<file path="src/rtl/pipe_mux_n_if.sv">
// Message pipe bundle for pipe_mux_n: NUM_IN enq-style input pipes
// (payload, length, strobe, ready) and one merged output pipe with the
// index of the input that produced the current output message.
interface pipe_mux_n_if #(
  parameter int NUM_IN = 2,
  parameter int DATA_W = 128,
  parameter int LEN_W  = 16
);
  localparam int SW = $clog2(NUM_IN);

  logic [NUM_IN-1:0]        in_ena;
  logic [NUM_IN*DATA_W-1:0] in_v;
  logic [NUM_IN*LEN_W-1:0]  in_length;
  logic [NUM_IN-1:0]        in_rdy;

  logic                     out_ena;
  logic [DATA_W-1:0]        out_v;
  logic [LEN_W-1:0]         out_length;
  logic                     out_rdy;
  logic [SW-1:0]            out_src;

  // producer side: drives the input pipes and the downstream ready
  modport master (
    output in_ena, in_v, in_length, out_rdy,
    input  in_rdy, out_ena, out_v, out_length, out_src
  );

  // multiplexer side
  modport slave (
    input  in_ena, in_v, in_length, out_rdy,
    output in_rdy, out_ena, out_v, out_length, out_src
  );
endinterface

</file>
<file path="src/rtl/pipe_mux_n.sv">
// N-input pipe multiplexer. Each input pipe feeds its own FIFO; a
// round-robin arbiter loads one registered output stage per cycle.
// Optional macro PIPE_MUX_PRIO_EN: input 0 gets strict priority and the
// round-robin rotates among inputs 1..NUM_IN-1 only.
module pipe_mux_n #(
  parameter int NUM_IN = 2,
  parameter int DATA_W = 128,
  parameter int LEN_W  = 16,
  parameter int DEPTH  = 4
) (
  input logic          clk,
  input logic          rst_n,
  pipe_mux_n_if.slave  bus
);

  localparam int AW = $clog2(DEPTH);
  localparam int SW = $clog2(NUM_IN);

`ifdef PIPE_MUX_PRIO_EN
  // input 0 is served by the priority path, never by the rotation
  localparam logic [NUM_IN-1:0] RR_MASK = ~NUM_IN'(1);
`else
  localparam logic [NUM_IN-1:0] RR_MASK = '1;
`endif

  logic [DATA_W-1:0] mem_v   [NUM_IN][DEPTH];
  logic [LEN_W-1:0]  mem_len [NUM_IN][DEPTH];
  // pointers carry one extra bit to tell full from empty
  logic [AW:0]       wr_ptr  [NUM_IN];
  logic [AW:0]       rd_ptr  [NUM_IN];

  logic [NUM_IN-1:0] full;
  logic [NUM_IN-1:0] empty;
  logic [NUM_IN-1:0] push;
  logic [NUM_IN-1:0] pop;
  logic [NUM_IN-1:0] rr_elig;

  logic [SW-1:0]     rr_ptr;
  logic [SW-1:0]     grant;
  logic [SW-1:0]     cand;
  logic              grant_vld;
  logic              out_free;
  logic              load;

  logic [DATA_W-1:0] head_v;
  logic [LEN_W-1:0]  head_len;

  logic              out_ena_q;
  logic [DATA_W-1:0] out_v_q;
  logic [LEN_W-1:0]  out_len_q;
  logic [SW-1:0]     out_src_q;

  // FIFO status and accepted enqueues; strobes against a full FIFO are dropped
  always_comb begin
    full  = '0;
    empty = '0;
    push  = '0;
    for (int i = 0; i < NUM_IN; i++) begin
      empty[i] = (wr_ptr[i] == rd_ptr[i]);
      full[i]  = (wr_ptr[i][AW] != rd_ptr[i][AW]) &&
                 (wr_ptr[i][AW-1:0] == rd_ptr[i][AW-1:0]);
      push[i]  = bus.in_ena[i] & ~full[i];
    end
  end

  assign bus.in_rdy = ~full;
  assign rr_elig    = ~empty & RR_MASK;

  // arbiter: first eligible FIFO searching upward from rr_ptr+1
  always_comb begin
    grant     = '0;
    grant_vld = 1'b0;
    cand      = '0;
    for (int k = 1; k <= NUM_IN; k++) begin
      if (int'(rr_ptr) + k >= NUM_IN) cand = SW'(int'(rr_ptr) + k - NUM_IN);
      else                            cand = SW'(int'(rr_ptr) + k);
      if (!grant_vld && rr_elig[cand]) begin
        grant     = cand;
        grant_vld = 1'b1;
      end
    end
`ifdef PIPE_MUX_PRIO_EN
    if (!empty[0]) begin
      grant     = '0;
      grant_vld = 1'b1;
    end
`endif
  end

  assign out_free = ~out_ena_q | bus.out_rdy;
  assign load     = out_free & grant_vld;

  // head of the granted FIFO and the per-FIFO pop strobes
  always_comb begin
    head_v   = mem_v[grant][rd_ptr[grant][AW-1:0]];
    head_len = mem_len[grant][rd_ptr[grant][AW-1:0]];
    pop      = '0;
    for (int i = 0; i < NUM_IN; i++) begin
      pop[i] = load && (grant == SW'(i));
    end
  end

  // FIFO storage; contents are don't-care until written, so no reset
  always_ff @(posedge clk) begin
    for (int i = 0; i < NUM_IN; i++) begin
      if (push[i]) begin
        mem_v[i][wr_ptr[i][AW-1:0]]   <= bus.in_v[i*DATA_W +: DATA_W];
        mem_len[i][wr_ptr[i][AW-1:0]] <= bus.in_length[i*LEN_W +: LEN_W];
      end
    end
  end

  // FIFO pointers; reset discards everything buffered
  always_ff @(posedge clk or negedge rst_n) begin
    if (!rst_n) begin
      for (int i = 0; i < NUM_IN; i++) begin
        wr_ptr[i] <= '0;
        rd_ptr[i] <= '0;
      end
    end else begin
      for (int i = 0; i < NUM_IN; i++) begin
        if (push[i]) wr_ptr[i] <= wr_ptr[i] + 1'b1;
        if (pop[i])  rd_ptr[i] <= rd_ptr[i] + 1'b1;
      end
    end
  end

  // round-robin pointer follows the last rotation grant; starts at the top so input 0 wins first
  always_ff @(posedge clk or negedge rst_n) begin
    if (!rst_n) begin
      rr_ptr <= SW'(NUM_IN - 1);
`ifdef PIPE_MUX_PRIO_EN
    end else if (load && (grant != '0)) begin
`else
    end else if (load) begin
`endif
      rr_ptr <= grant;
    end
  end

  // output register: reload whenever empty or being consumed, otherwise hold
  always_ff @(posedge clk or negedge rst_n) begin
    if (!rst_n) begin
      out_ena_q <= 1'b0;
      out_v_q   <= '0;
      out_len_q <= '0;
      out_src_q <= '0;
    end else if (out_free) begin
      if (grant_vld) begin
        out_ena_q <= 1'b1;
        out_v_q   <= head_v;
        out_len_q <= head_len;
        out_src_q <= grant;
      end else begin
        out_ena_q <= 1'b0;
      end
    end
  end

  assign bus.out_ena    = out_ena_q;
  assign bus.out_v      = out_v_q;
  assign bus.out_length = out_len_q;
  assign bus.out_src    = out_src_q;

endmodule

</file>
<file path="src/flat_wrapper.sv">
// flat-port wrapper written by rule: the top's interface ports become plain ports
module pipe_mux_n_flat 
#(
  parameter int NUM_IN = 2,
  parameter int DATA_W = 128,
  parameter int LEN_W  = 16,
  parameter int DEPTH  = 4
)
  (clk, rst_n, bus_in_ena, bus_in_v, bus_in_length, bus_out_rdy, bus_in_rdy, bus_out_ena, bus_out_v, bus_out_length, bus_out_src);
  pipe_mux_n_if #(.NUM_IN(NUM_IN), .DATA_W(DATA_W), .LEN_W(LEN_W)) bus_i ();
  input logic clk;
  input logic rst_n;
  input wire logic [$bits(bus_i.in_ena)-1:0] bus_in_ena;
  input wire logic [$bits(bus_i.in_v)-1:0] bus_in_v;
  input wire logic [$bits(bus_i.in_length)-1:0] bus_in_length;
  input wire logic [$bits(bus_i.out_rdy)-1:0] bus_out_rdy;
  output wire logic [$bits(bus_i.in_rdy)-1:0] bus_in_rdy;
  output wire logic [$bits(bus_i.out_ena)-1:0] bus_out_ena;
  output wire logic [$bits(bus_i.out_v)-1:0] bus_out_v;
  output wire logic [$bits(bus_i.out_length)-1:0] bus_out_length;
  output wire logic [$bits(bus_i.out_src)-1:0] bus_out_src;
  assign bus_i.in_ena = bus_in_ena;
  assign bus_i.in_v = bus_in_v;
  assign bus_i.in_length = bus_in_length;
  assign bus_i.out_rdy = bus_out_rdy;
  assign bus_in_rdy = bus_i.in_rdy;
  assign bus_out_ena = bus_i.out_ena;
  assign bus_out_v = bus_i.out_v;
  assign bus_out_length = bus_i.out_length;
  assign bus_out_src = bus_i.out_src;
  pipe_mux_n #(.NUM_IN(NUM_IN), .DATA_W(DATA_W), .LEN_W(LEN_W), .DEPTH(DEPTH)) u_core (.clk(clk), .rst_n(rst_n), .bus(bus_i));
endmodule
</file>
<file path="config.mk">
export PLATFORM = sky130hd
export DESIGN_NAME = pipe_mux_n_flat
export DESIGN_NICKNAME = d
export VERILOG_FILES = /design/src/rtl/pipe_mux_n_if.sv /design/src/rtl/pipe_mux_n.sv /design/src/flat_wrapper.sv
export SDC_FILE = /design/constraint.sdc
export NUM_CORES = 2
export LEC_CHECK = 0
export ABC_AREA = 1
export CAP_MARGIN = 0
export CELL_PAD_IN_SITES_DETAIL_PLACEMENT = 1
export CELL_PAD_IN_SITES_GLOBAL_PLACEMENT = 1
export CORE_AREA = 2 2 348 350
export DETAILED_ROUTE_END_ITERATION = 8
export DIE_AREA = 0 0 350 352
export GPL_TIMING_DRIVEN = 0
export PLACE_DENSITY = 0.85
export SLEW_MARGIN = 5
export SYNTH_ARGS = -nofsm -noshare
export SYNTH_HDL_FRONTEND = slang
export SYNTH_SLANG_ARGS = --single-unit
</file>
<file path="constraint.sdc">
create_clock -name clk -period 10.4 [get_ports clk]
set_input_delay 1.04 -clock clk [delete_from_list [all_inputs] [get_ports clk]]
set_output_delay 1.04 -clock clk [all_outputs]
set_load 0.02 [all_outputs]
</file>
==> reports/qor.yml <==
fp.dieH_um: 352
startpoint: "u_core.wr_ptr[4]"
max_freq_mhz: 280
syn2layout_area_growth_pct: 23.0
clock_path_buffers: 3
cp.depth: 5
wl_met2_um: 102000
cts.repair.resized: 0
path_class: "flip-flop to output pin"
met3_length_um: 20100
wl_met1_um: 75000
place.gp.congestion: 0.845
cp_common_cell: "nand2_1"
tightest_slew_ns: 0.941
critPathRequiredTime_ns: 9.36
dr.max_layer_used: "met5"
finalCritPeriodShare: 0.344
rows: 127
core_sq_mm: 0.119
numCtsBuffers: 145
cp_slowest_cell: "clkdlybuf4s50_1"
worstRegToRegCells: 10
path_buf_inv: 2
max_stage_delay_ns: 0.65
synth_fp_nets: 5481
clkLatencyLatePin_ns: 0.77
path_clk_slew_ns: 0.06
crit_family: "buffers and inverters"
drc: 0
crit_chain: "inv_1 > nand2_1 > nand2_1 > nand4_1 > clkdlybuf4s50_1"
antenna_found_initial: 55
io_buffer_count: 440
grtUsageTotal: 0.335
fin_worst_skew_ns: 0.0345
status: "finished clean"
io_pins: 441
post_cts_buffers: 0
initial_utilization: 0.458
r2r-start: "u_core.wr_ptr[3]"
instances_no_fill: 7594
cts-root-buf: "clkbuf_16"
syn_inst: 5178
netlist_area_sq_mm: 0.0546
wl_um: 209000
hold_viol: 0
endpoint_kind: "output pin"
slew_viol_final: 0
slew_headroom: 0.371
overflow: 0
vias: 43600
vias_per_cell: 5.74
grt_pass1_vias: 46800
firstDrtPassIters: 6
start_kind: "flip-flop"
die-area_sq_mm: 0.123
final.min_clock_period_ns: 3.58
synth_cell_types: 29
ys.warnings.count: 0
fin_hold_ws_ns: 0.254
dpl.hpwl_um: 136000
dp.cells: 7286
wl_per_cell_um: 27.5
clock_sinks: 1311
path_max_fanout: 4
htreeDepth: 4
final_antenna_net_count: 0
avgSynthCellArea_sq_um: 10.6
reg2reg_to: "u_core.mem_v[0][275]"
crit_end: "bus_in_rdy[0]"
fill_cells: 12700
cts_tree: "done"
post-place-ws_ns: 6.47
ys_seq_elements: 1311
hp-class: "input port to async pin"
nets: 6124
drive_gt1_frac: 0.0934
setup_violations: 0
finalWorstSetupSlack_ns: 6.82
max_cap_violations: 0
r2r_setup_slack_ns: 6.96
grt_max_degree: 83
grt_pass1_wl_um: 301000
arrival_ns: 2.54
cts_hold_buf: 0
ys_seq_area_frac: 0.706
die-width_um: 350
grt_setup_unrepaired: "false"
drtIter0Drc: 4583
## synthesized netlist by cell type
library cell,count,area share
nand2_1,2904,0.20
edfxtp_1,1152,0.63
nand3_1,577,0.053
buf_2,196,0.018
dfrtp_1,158,0.072
buf_4,48,0.0066
clkbuf_1,29,0.0020
buf_1,22,0.0015
buf_6,20,0.0041
inv_1,18,0.0012
ha_1,10,0.0023
nor2_1,10,0.00069
xor2_1,6,0.00096
inv_2,3,0.00021
nand2_2,3,0.00034
o21ai_0,3,0.00027
xnor2_2,3,0.00089
a21oi_1,2,0.00018
nand2_4,2,0.00041
nand3_4,2,0.00064
nand3b_1,2,0.00027
a21oi_2,1,0.00016
buf_8,1,0.00027
dfstp_2,1,0.00048
nand4_1,1,0.00011
nor2_2,1,0.00011
o21ai_1,1,0.000091
o21ai_4,1,0.00030
xnor2_1,1,0.00016
## cell type report
class	count	area, sq um	area share
diodes	38	95.1	0.00142
plain buffers	316	1770	0.0264
clock buffers	204	4070	0.0605
clock inverters	66	677	0.0101
inverters	21	78.8	0.00117
multi-input cells	3530	14300	0.213
flip-flops and latches	1311	38600	0.574
well taps	1612	2020	0.0300
repair buffers	496	5640	0.0839
## metal layers
metal	up-vias	GRT usage
met3	640	0.0786
li1	18500	-
met5	-	0
met1	21800	0.400
met4	40	0.191
met2	2570	0.554
## cells by family after synthesis
| group | share of synthesized area |
|---|---|
| XOR/XNOR | 0.00202 |
| adder cells (fa/ha/maj) | 0.00229 |
| buffers and inverters | 0.0339 |
| flip-flops | 0.706 |
| AO/OA/AOI/OAI | 0.00101 |
| AND/OR/NAND/NOR | 0.255 |
## layout by cell type (no fill, tap or decap), types with 8 or more instances in the layout
cell type,synthesis,final
nand2_1,2904,2904
edfxtp_1,1152,1152
nand3_1,577,577
clkdlybuf4s50_1,0,439
buf_2,196,196
dfrtp_1,158,158
clkbuf_16,0,150
clkbuf_1,29,72
buf_4,48,48
buf_12,0,42
diode_2,0,38
buf_1,22,22
buf_6,20,20
clkinv_1,0,19
clkinv_2,0,19
inv_1,18,18
buf_16,0,14
clkbuf_8,0,11
ha_1,10,10
bufinv_16,0,10
nor2_4,0,8
## sequential cells by signal, indices dropped and copies added, names as in the netlist
signal	cells
u_core.mem_len	128
u_core.bus.out_length	16
u_core.bus.out_ena	1
u_core.bus.out_src	1
u_core.bus.out_v	128
u_core.rd_ptr	6
u_core.wr_ptr	6
u_core.rr_ptr	1
u_core.mem_v	1024
## metrics by stage
step | area [sq um] | TNS, ns | util
global placement | 61100 | -5014.98 | 0.512
detailed placement | 62400 | 0 | 0.523
floorplan | 54600 | 0 | -
finish | 67200 | 0 | 0.563
global route | 67200 | 0 | 0.563
CTS | 67100 | 0 | 0.562
## how the worst min path moves through the flow
stage,startpoint,to
detailed placement,u_core.bus.out_v[53],u_core.bus.out_v[53]
finish,rst_n,u_core.bus.out_length[6]
floorplan,u_core.wr_ptr[5],u_core.wr_ptr[5]
global placement,u_core.bus.out_length[11],u_core.bus.out_length[11]
global route,rst_n,u_core.bus.out_length[4]
CTS,rst_n,u_core.bus.out_length[6]
Power is left out: the tool's default activity adds up to more than one toggle a clock period on the data nets, which glitch-free logic cannot reach.
==> patch: new RTL, same settings <==
The option `PIPE_MUX_PRIO_EN` is turned on by a define.
--- a/src/rtl/pipe_mux_n.sv
+++ b/src/rtl/pipe_mux_n.sv
@@ -2,6 +2,8 @@
 // round-robin arbiter loads one registered output stage per cycle.
 // Optional macro PIPE_MUX_PRIO_EN: input 0 gets strict priority and the
 // round-robin rotates among inputs 1..NUM_IN-1 only.
+`define PIPE_MUX_PRIO_EN
+
 module pipe_mux_n #(
   parameter int NUM_IN = 2,
   parameter int DATA_W = 128,
Behaviour: not the same (a bounded check fails within 4 cycles, from zero or initial values and one cycle with rst_n low).
==> patch against the unedited design <==
Fmax fell by 5.4%; sequential share of layout area up 0.26 points; setup slack worse by 0.21 ns; sequential cell count down 1; wire length about the same; critical endpoint is now u_core.bus.out_v[15]; design area decreased by 0.52%; largest cell class unchanged; synthesized area is 0.48% lower.
==> patch: results (changes against the unedited design) <==
R2R depth=11 (+1); GP Congestion=0.842 (-0.38%); Setup crit end=u_core.bus.out_v[15]; top post-synthesis cells by count=nand2_1, edfxtp_1, nand3_1, buf_2, dfrtp_1; Critical R2R Capture=u_core.bus.out_v[15]; GRT Util Overall=33.5% (+0.043 points); Layout Cells excl Fill=7570 (-0.32%); status=finished, final reports clean; Inverters=22 (+4.8%); Total Wirelength=208 mm (about the same); initial drt markers=4637 (+1.2%); Critical Path AT=4.46 ns (+1.92 ns); worst-path maximum fanout=10 (+6); clk slew on worst S/H paths=0.06 ns (about the same); fmax=264 MHz (-5.4%); slowest CP cell=clkbuf_1; Vias=43400 (-0.28%); sequential cell area share=57.7% (+0.26 points); ClkCell Share=6.78% (-0.28 points); Distinct cells, synth=25 (-14%); clk_skew=0.0335 ns (-0.00102 ns); Signal buf overhead=11.1% (+0.027 points); antenna violations before repair=44 (-20%); Net Switching=10.6 mW; Hold Slack=0.330 ns (+0.0756 ns); hpwl dp=136 mm (+0.13%); asr flop ratio synth=12.1% (-0.067 points); number of H-tree levels=4 (unchanged); main area contributors after synthesis=edfxtp_1, nand2_1, dfrtp_1, nand3_1, buf_2; Seq cells=1310 (-0.076%); CTS Buf Count=140 (-3.4%); sequential cell area fraction in the yosys report=70.9% (+0.29 points); Placement Cell Area=62300 sq um (-0.16%); synth-to-layout area growth=22.9% (about the same); R2R Setup Slk=6.62 ns (-0.34 ns); global-route wire length before repair=301 mm (about the same); layout cell share with drive strength beyond 1=9.17% (-0.17 points); pre-CTS setup slack=6.47 ns (+0.000940 ns); largest net degree at the start of global routing=86 (+3.6%); multi-input combinational area share=21.3% (+0.022 points); Reg2Reg Launch Point=u_core.rd_ptr[0]; vias in the first global route=46600 (-0.37%); Signal buffers=817 (+0.62%); dpl cells=7291 (+0.069%); FILL cells=12700 (+0.047%)
[patch: changes by cell type in the layout (fill, tap and decap cells not counted), sizes merged, moves of 3 or more]
cell,delta
diode,-14
buf,-15
nand2,-4
clkbuf,+18
bufinv,-3
o21ai,-4
clkinv,-7
nor2,+4
nand3,+3
[patch: logic make-up (layout without fill, tap and decap cells)]
kind of cell | count (synthesis) | after routing | synth area share, %
AOI/OAI and AO/OA | 5 | 5 | 0.0460
and+or+nand+nor | 3505 | 3505 | 25.6
buffers and inverters | 338 | 1094 | 3.08
adders and majority gates | 10 | 10 | 0.230
DFF | 1310 | 1310 | 70.9
xor gates and xnor gates | 10 | 10 | 0.175
other | 0 | 24 | 0
[patch: layer usage]
| metal | track usage [%] | vias to the layer above | share of wire, % |
|---|---|---|---|
| met2 | 54.7 | 2598 | 48 |
| met5 | 0 | - | 0.10 |
| met4 | 19.5 | 34 | 6.0 |
| li1 | - | 18500 | - |
| met1 | 40.5 | 21600 | 36 |
| met3 | 8.04 | 696 | 9.9 |
